--- src/rtl/pkt_out_framer.sv ---
// Output packet framer: wraps the capture-memory sample stream into
// header / data / idle-filler / gap packets for the ADC_DATA pads.
module pkt_out_framer #(
  parameter int DW     = 18,
  parameter int GAP_W  = 8,
  parameter int IDLE_W = 4,
  parameter int SEQ_W  = 16
) (
  input  logic              i_clk,
  input  logic              i_rstn,
  input  logic              i_en,
  input  logic              i_seq_clr,
  input  logic [1:0]        i_cfg_data_length,
  input  logic [IDLE_W-1:0] i_cfg_idle_length,
  input  logic [GAP_W-1:0]  i_cfg_gap,
  input  logic [DW-1:0]     i_in_data,
  input  logic              i_in_valid,
  output logic              o_in_ready,
  output logic [DW-1:0]     o_adc_data,
  output logic              o_adc_data_valid,
  output logic              o_pkt_busy,
  output logic              o_pkt_done,
  output logic [SEQ_W-1:0]  o_pkt_seq
);

  typedef enum logic [2:0] {
    S_IDLE,
    S_HDR,
    S_DATA,
    S_TAIL,
    S_GAP
  } state_t;

  localparam logic [10:0]       WCNT_ONE = 11'd1;
  localparam logic [IDLE_W-1:0] IDLE_ONE = {{(IDLE_W-1){1'b0}}, 1'b1};
  localparam logic [GAP_W-1:0]  GAP_ONE  = {{(GAP_W-1){1'b0}}, 1'b1};
  localparam logic [SEQ_W-1:0]  SEQ_ONE  = {{(SEQ_W-1){1'b0}}, 1'b1};

  state_t            r_state;
  logic [1:0]        r_len;
  logic [IDLE_W-1:0] r_idle;
  logic [GAP_W-1:0]  r_gap;
  logic [10:0]       r_word_cnt;
  logic [IDLE_W-1:0] r_idle_cnt;
  logic [GAP_W-1:0]  r_gap_cnt;
  logic [SEQ_W-1:0]  r_seq;
  logic [DW-1:0]     r_adc_data;
  logic              r_adc_valid;
  logic              r_pkt_done;

  state_t            w_next_state;
  state_t            w_end_state;
  logic [DW-1:0]     w_adc_data;
  logic              w_adc_valid;
  logic              w_pkt_done;
  logic [10:0]       w_word_cnt;
  logic [IDLE_W-1:0] w_idle_cnt;
  logic [GAP_W-1:0]  w_gap_cnt;
  logic [10:0]       w_num_words;
  logic [DW-1:0]     w_header;
  logic              w_xfer;
  logic              w_last_word;

  always_comb begin
    w_num_words = 11'd216;
    case (r_len)
      2'b00:   w_num_words = 11'd216;
      2'b01:   w_num_words = 11'd432;
      2'b10:   w_num_words = 11'd864;
      default: w_num_words = 11'd1728;
    endcase
  end

  always_comb begin
    w_header                 = '0;
    w_header[SEQ_W-1:0]      = r_seq;
    w_header[DW-1:DW-2]      = 2'b11;
  end

  assign w_xfer      = i_in_valid && (r_state == S_DATA);
  assign w_last_word = (r_word_cnt == (w_num_words - WCNT_ONE));
  // Packets end in HDR for back-to-back framing, or IDLE once enable drops.
  assign w_end_state = i_en ? S_HDR : S_IDLE;

  always_comb begin
    w_next_state = r_state;
    w_adc_data   = '0;
    w_adc_valid  = 1'b0;
    w_pkt_done   = 1'b0;
    w_word_cnt   = r_word_cnt;
    w_idle_cnt   = r_idle_cnt;
    w_gap_cnt    = r_gap_cnt;
    case (r_state)
      S_IDLE: begin
        if (i_en) begin
          w_next_state = S_HDR;
        end
      end
      S_HDR: begin
        w_adc_data   = w_header;
        w_adc_valid  = 1'b1;
        w_word_cnt   = '0;
        w_idle_cnt   = '0;
        w_gap_cnt    = '0;
        w_next_state = S_DATA;
      end
      S_DATA: begin
        if (w_xfer) begin
          w_adc_data  = i_in_data;
          w_adc_valid = 1'b1;
          if (w_last_word) begin
            w_word_cnt = '0;
            w_pkt_done = (r_idle == '0);
            if (r_idle != '0) begin
              w_next_state = S_TAIL;
            end else if (r_gap != '0) begin
              w_next_state = S_GAP;
            end else begin
              w_next_state = w_end_state;
            end
          end else begin
            w_word_cnt = r_word_cnt + WCNT_ONE;
          end
        end else begin
          // Stalled upstream: the pad keeps its last word with valid low.
          w_adc_data = r_adc_data;
        end
      end
      S_TAIL: begin
        w_adc_valid = 1'b1;
        if (r_idle_cnt == (r_idle - IDLE_ONE)) begin
          w_pkt_done = 1'b1;
          w_idle_cnt = '0;
          if (r_gap != '0) begin
            w_next_state = S_GAP;
          end else begin
            w_next_state = w_end_state;
          end
        end else begin
          w_idle_cnt = r_idle_cnt + IDLE_ONE;
        end
      end
      S_GAP: begin
        if (r_gap_cnt == (r_gap - GAP_ONE)) begin
          w_gap_cnt    = '0;
          w_next_state = w_end_state;
        end else begin
          w_gap_cnt = r_gap_cnt + GAP_ONE;
        end
      end
      default: begin
        w_next_state = S_IDLE;
      end
    endcase
  end

  always_ff @(posedge i_clk or negedge i_rstn) begin
    if (!i_rstn) begin
      r_state     <= S_IDLE;
      r_word_cnt  <= '0;
      r_idle_cnt  <= '0;
      r_gap_cnt   <= '0;
      r_adc_data  <= '0;
      r_adc_valid <= 1'b0;
      r_pkt_done  <= 1'b0;
    end else begin
      r_state     <= w_next_state;
      r_word_cnt  <= w_word_cnt;
      r_idle_cnt  <= w_idle_cnt;
      r_gap_cnt   <= w_gap_cnt;
      r_adc_data  <= w_adc_data;
      r_adc_valid <= w_adc_valid;
      r_pkt_done  <= w_pkt_done;
    end
  end

  // Packet config is frozen at the header so mid-packet edits wait for the next one.
  always_ff @(posedge i_clk or negedge i_rstn) begin
    if (!i_rstn) begin
      r_len  <= '0;
      r_idle <= '0;
      r_gap  <= '0;
    end else if (r_state == S_HDR) begin
      r_len  <= i_cfg_data_length;
      r_idle <= i_cfg_idle_length;
      r_gap  <= i_cfg_gap;
    end
  end

  // Clear takes priority over the header increment; the header already carries the old value.
  always_ff @(posedge i_clk or negedge i_rstn) begin
    if (!i_rstn) begin
      r_seq <= '0;
    end else if (i_seq_clr) begin
      r_seq <= '0;
    end else if (r_state == S_HDR) begin
      r_seq <= r_seq + SEQ_ONE;
    end
  end

  assign o_in_ready       = (r_state == S_DATA);
  assign o_pkt_busy       = (r_state != S_IDLE);
  assign o_adc_data       = r_adc_data;
  assign o_adc_data_valid = r_adc_valid;
  assign o_pkt_done       = r_pkt_done;
  assign o_pkt_seq        = r_seq;

endmodule
--- config.mk ---
export PLATFORM = sky130hd
export DESIGN_NAME = pkt_out_framer
export DESIGN_NICKNAME = d
export VERILOG_FILES = /design/src/rtl/pkt_out_framer.sv
export SDC_FILE = /design/constraint.sdc
export NUM_CORES = 1
export LEC_CHECK = 0
export ABC_CLOCK_PERIOD_IN_PS = 4700
export BUFFER_PORTS_ARGS = -buffer_cell sky130_fd_sc_hd__buf_2
export CAP_MARGIN = 10
export CORE_UTILIZATION = 45
export CTS_CLUSTER_DIAMETER = 50
export DETAILED_ROUTE_END_ITERATION = 10
export GPL_ROUTABILITY_DRIVEN = 0
export PLACE_DENSITY_LB_ADDON = 0.1
export SLEW_MARGIN = 40
export SYNTH_ARGS = -nofsm -noshare
export SYNTH_HDL_FRONTEND = slang
export SYNTH_SLANG_ARGS = --single-unit
--- constraint.sdc ---
create_clock -name i_clk -period 4.7 [get_ports i_clk]
set_input_delay 0.94 -clock i_clk [delete_from_list [all_inputs] [get_ports i_clk]]
set_output_delay 0.94 -clock i_clk [all_outputs]
set_load 0.01 [all_outputs]
# Word-level counts from Yosys, hierarchy flattened
# Cells that the tools add are included.
[totals]
regBits = 76
input_bits = 37
output_inout_bits = 38
wordCells = 73
[classes]
add_sub_neg = 7
eq_ne = 14
mux = 27
n_reduce_logical = 14
[ops]
columns = ["op", "n"]
rows = [
  ["one-hot mux 18 bit (2 select lines)", 1],
  ["one-hot mux 11 bit (3 select lines)", 1],
  ["2-to-1 mux 16 bit", 2],
  ["2-to-1 mux 11 bit", 2],
  ["one-hot mux 11 bit (2 select lines)", 1],
  ["2-to-1 mux 3 bit", 7],
  ["2-to-1 mux 18 bit", 1],
  ["adder 16 x 1 -> 16 bit (second input constant)", 1],
  ["one-hot mux 8 bit (2 select lines)", 1],
  ["one-hot mux 3 bit (5 select lines)", 1],
  ["adder 11 x 1 -> 11 bit (second input constant)", 1],
  ["equality test 11 bit", 1],
  ["subtractor 11 x 1 -> 11 bit (second input constant)", 1],
  ["adder 8 x 1 -> 8 bit (second input constant)", 1],
  ["equality test 8 bit", 1],
  ["2-to-1 mux 8 bit", 1],
  ["one-hot mux 4 bit (2 select lines)", 1],
  ["nonzero test 2 bit", 4],
  ["nonzero test 8 bit", 1],
  ["subtractor 8 x 1 -> 8 bit (second input constant)", 1],
  ["equality test 3 x 2 -> 1 bit (second input constant)", 2],
  ["inequality test 2 bit (second input constant)", 3],
  ["2-to-1 mux 1 bit", 5],
  ["AND reduction 5 bit", 1],
  ["18 further kinds", 20],
]

# Longest topological paths before layout
[logic_depth]
word_depth = 7
ltp_mapped = 9
ltp_nobuf = 8

# Worst setup path after synthesis
# OpenSTA, ideal clock, no wires.
[synth_timing]
path_type = "register to output"
from = "reg r_state[2]"
to = "out o_in_ready"
t_arrival_ps = 1498
path_slack_ps = 2262
path_stages_with_launch = 7
path_buffers = 3
cell_sequence = "dfrtp_1 > clkbuf_1 > nor2b_1 > nand2b_1 > inv_1 > clkbuf_1 > clkbuf_1"
[synth_between]
elab_chain_cells = 1
[synth_rtl]
columns = ["element", "line_no", "text"]
rows = [
  ["start, declared", "39", "state_t r_state;"],
  ["start signal, assigned", "167", "r_state <= w_next_state;"],
  ["equality test 3 x 2 -> 1 bit", "201", "assign o_in_ready = (r_state == S_DATA);"],
  ["end, declared", "18", "output logic o_in_ready,"],
]
# No other way between the ends.

# Final worst setup path
[layout_timing]
from = "reg r_state[1]"
to = "out o_in_ready"
# Same word-level chain as after synthesis.

==> run summary <==
Hold Buf Count CTS -> 0
fraction of registers with async set/reset -> 100%
synthesized instance count -> 431
Setup CP Type -> flop to primary output
Die X -> 96.8 um
Buf/Inv on CP -> 2
clock root buffer -> clkbuf_8
worst path cell trace -> nor2b_1 -> nand2b_1 -> inv_1 -> buf_2
WP data required -> 3.76 ns
worst slew pin tran -> 0.782 ns
Final Skew -> 0.0134 ns
top post-synthesis cells by area -> dfrtp_1 (47%), o21ai_0 (4.5%), ha_1 (4.3%), xor2_1 (4.3%), nand2_1 (4.3%)
via count -> 3251
Yosys top cell by area -> dfrtp_1
clock slew at the register clock pins of the worst setup and hold paths -> 0.08 ns
Fin. Hold Viols -> 0
CP max-delay cell -> dfrtp_1
share of the synthesized area in the top cell type -> 47.0%
Initial Utilization -> 46.4%
# clock sinks -> 76
CP top delay family -> buffers and inverters
P&R area growth vs syn -> 17.4%
Post-CTS Setup Inserts -> 0
Fmax -> 319 MHz
layout cells sized above 1 -> 21.9%
startpoint types -> flop
number of CTS-inserted buffers -> 9
Post-DP HPWL -> 6130 um
WL final -> 8630 um
sw frac -> 38.5%
Synth Cell Area -> 0.00405 mm2
Comb pwr share -> 38.4%
Worst R2R Path Depth -> 8
DR iter-0 viols -> 137
area occupied by multi-input gates -> 0.00204 mm2
clock power share -> 22.1%
main flop type after synthesis -> dfrtp_1
power per cell area -> 550 mW/mm2
per-cell routed wire length -> 14.1 um
#FFs+latches synth -> 76
worst hold path depth -> 2
die footprint -> 0.00938 mm2
final net count -> 552
std cell rows -> 34
unrepaired setup endpoints after global routing -> false
Worst R2R Setup Slack -> 2.09 ns
R2R Path Start -> r_len[0]$_DFFE_PN0P_
Final Max Tran Viols -> 0
vias per cell -> 5.29
setup violators final -> 0
crit path time final -> 3.14 ns
Synth Warn # -> 0
Setup crit end kind -> primary output
WHS Endpoint -> r_word_cnt[1]$_DFFE_PN0P_
cell-internal power -> 0.00161 W
pre-CTS WS -> 1.92 ns
Synth Area per Inst -> 9.39 um2
Final ANT Viol Nets -> 0
Die Y -> 96.8 um
MaxCap Viol Count -> 0
status -> finished clean
total grt overflow -> 0
io pins -> 75
Hold Crit Class -> flop to flop
Setup TNS -> 0 ns
CP arrival -> 2.20 ns
ant diodes -> 0
Post-route DRC -> 0
Net Switching -> 0.00101 W
Max FO, Critical Path -> 20
Reg area -> 0.00190 mm2
Post-synth EDFFs -> 0
Net Count, Synth -> 482
IO Port Bufs -> 74
Leak -> 2.21 nW
pin count of the biggest net entering global routing -> 77
sequential share of the synthesized area -> 47.0%
# resized after CTS -> 0
CP max stage delay -> 0.59 ns
Final period util -> 66.8%
first-pass GRT wire length -> 14700 um
CTS tree -> yes
H-tree levels -> 3
FILL cells -> 827
worst skew pair latency -> 0.35 ns
Seq pwr share -> 39.5%
Clock Path Buffers -> 2
relative slew slack -> 47.4%
maximum vdd drop -> 0.000281 V
post-synthesis cell type count -> 47
core area -> 0.00872 mm2
vias in the first global route -> 2999
reg-to-reg endpoint -> r_word_cnt[3]$_DFFE_PN0P_
initial antenna violation count -> 0
PnR worst setup slack -> 1.56 ns
Worst Min Path Start -> r_word_cnt[1]$_DFFE_PN0P_
drt first pass iters -> 4
GRT Overall Usage -> 19.4%
[flip-flops by register name (all words and copies together), names as in the netlist]
signal and count:
o_adc_data 18, o_pkt_seq 16, r_word_cnt 11, r_gap 8, r_gap_cnt 8, r_idle 4
r_idle_cnt 4, r_state 3, r_len 2, o_adc_data_valid 1, o_pkt_done 1
[final cells by class]
class / instances / area share [%]
clock buffer: 10 / 2.90
clock inverter: 6 / 1.98
inverter: 15 / 1.19
multi-input combinational: 324 / 43.0
sequential: 76 / 40.0
tap: 108 / 2.85
timing repair buffer: 75 / 8.09
[worst register-to-register path: cells and delay by family (launching register included)]
family / cells / cell delay, ns
buffers and inverters: 1 / 0.10
flip-flops: 1 / 0.43
AND/OR/NAND/NOR: 5 / 1.48
XOR/XNOR: 1 / 0.15
adder cells (fa/ha/maj): 1 / 0.32
[logic make-up after synthesis]
logic type      synth area share, %
simple gates                   19.7
compound gates                 14.5
flops                          47.0
xor+xnor                       8.44
buf+inv                        3.06
fa+ha+maj                      4.33
mux                            2.97
[cells in the mapped netlist (7+ instances only)]
cell      count
inv_1        15
ha_1         14
or3_1         7
xnor2_1      19
nand3_1      21
nand2_1      46
clkbuf_1     14
xor2_1       20
o21ai_0      36
nor2_1       46
a21oi_1      28
dfrtp_1      76
mux2_2        8
nor3_1        9
[layer usage]
layer	share of wire (%)	vias to the layer above	track usage [%]	routed length [um]
met5	0	-	0	0
met4	1.2	0	7.35	104
met3	3.6	10	3.40	313
met2	44	59	28.7	3810
met1	51	1544	28.3	4400
li1	-	1638	-	-
[worst max-delay path by stage]
stage	start	endpoint	slack [ns]	cells past startpoint
6_report	r_state[1]$_DFFE_PN0P_	o_in_ready	1.56	4
2_1_floorplan	r_state[2]$_DFFE_PN0P_	o_in_ready	2.26	6
4_1_cts	r_state[1]$_DFFE_PN0P_	o_in_ready	1.55	4
5_1_grt	r_state[1]$_DFFE_PN0P_	o_in_ready	1.38	4
3_3_place_gp	r_state[1]$_DFFE_PN0P_	o_in_ready	2.09	4
3_5_place_dp	r_state[1]$_DFFE_PN0P_	o_in_ready	1.92	4
[layout by cell type, fill, tap and decap left out, drive strengths merged, types with 7 or more instances in the layout]
cell and count:
dfrtp 76, buf 75, nand2 46, nor2 46
o21ai 36, a21oi 28, nand3 21, xor2 20
xnor2 19, inv 17, ha 14, clkbuf 10
nor3 9, mux2 8, or3 7
[power groups by stage]
stage | logic (W) | registers (W) | clock network [W]
after detailed placement | 0.00101 | 0.00104 | 0
final | 0.00100 | 0.00103 | 0.000579
after CTS | 0.00102 | 0.00103 | 0.000592
after global placement | 0.000976 | 0.00103 | 0
after global routing | 0.00112 | 0.00107 | 0.000618
after floorplan | 0.000718 | 0.00103 | 0
[stage by stage]
stage | utilization [%] | hold WS [ns] | total power [W] | cells | instance area (um2)
after floorplan | - | 0.457 | 0.00175 | 431 | 4050
after global placement | 51.6 | 0.480 | 0.00201 | 598 | 4500
after detailed placement | 51.8 | 0.488 | 0.00206 | 598 | 4520
after CTS | 54.5 | 0.505 | 0.00264 | 614 | 4750
after global routing | 54.5 | 0.517 | 0.00281 | 614 | 4750
final | 54.5 | 0.503 | 0.00261 | 614 | 4750
Note: power is estimated with default switching activity, not from simulation.
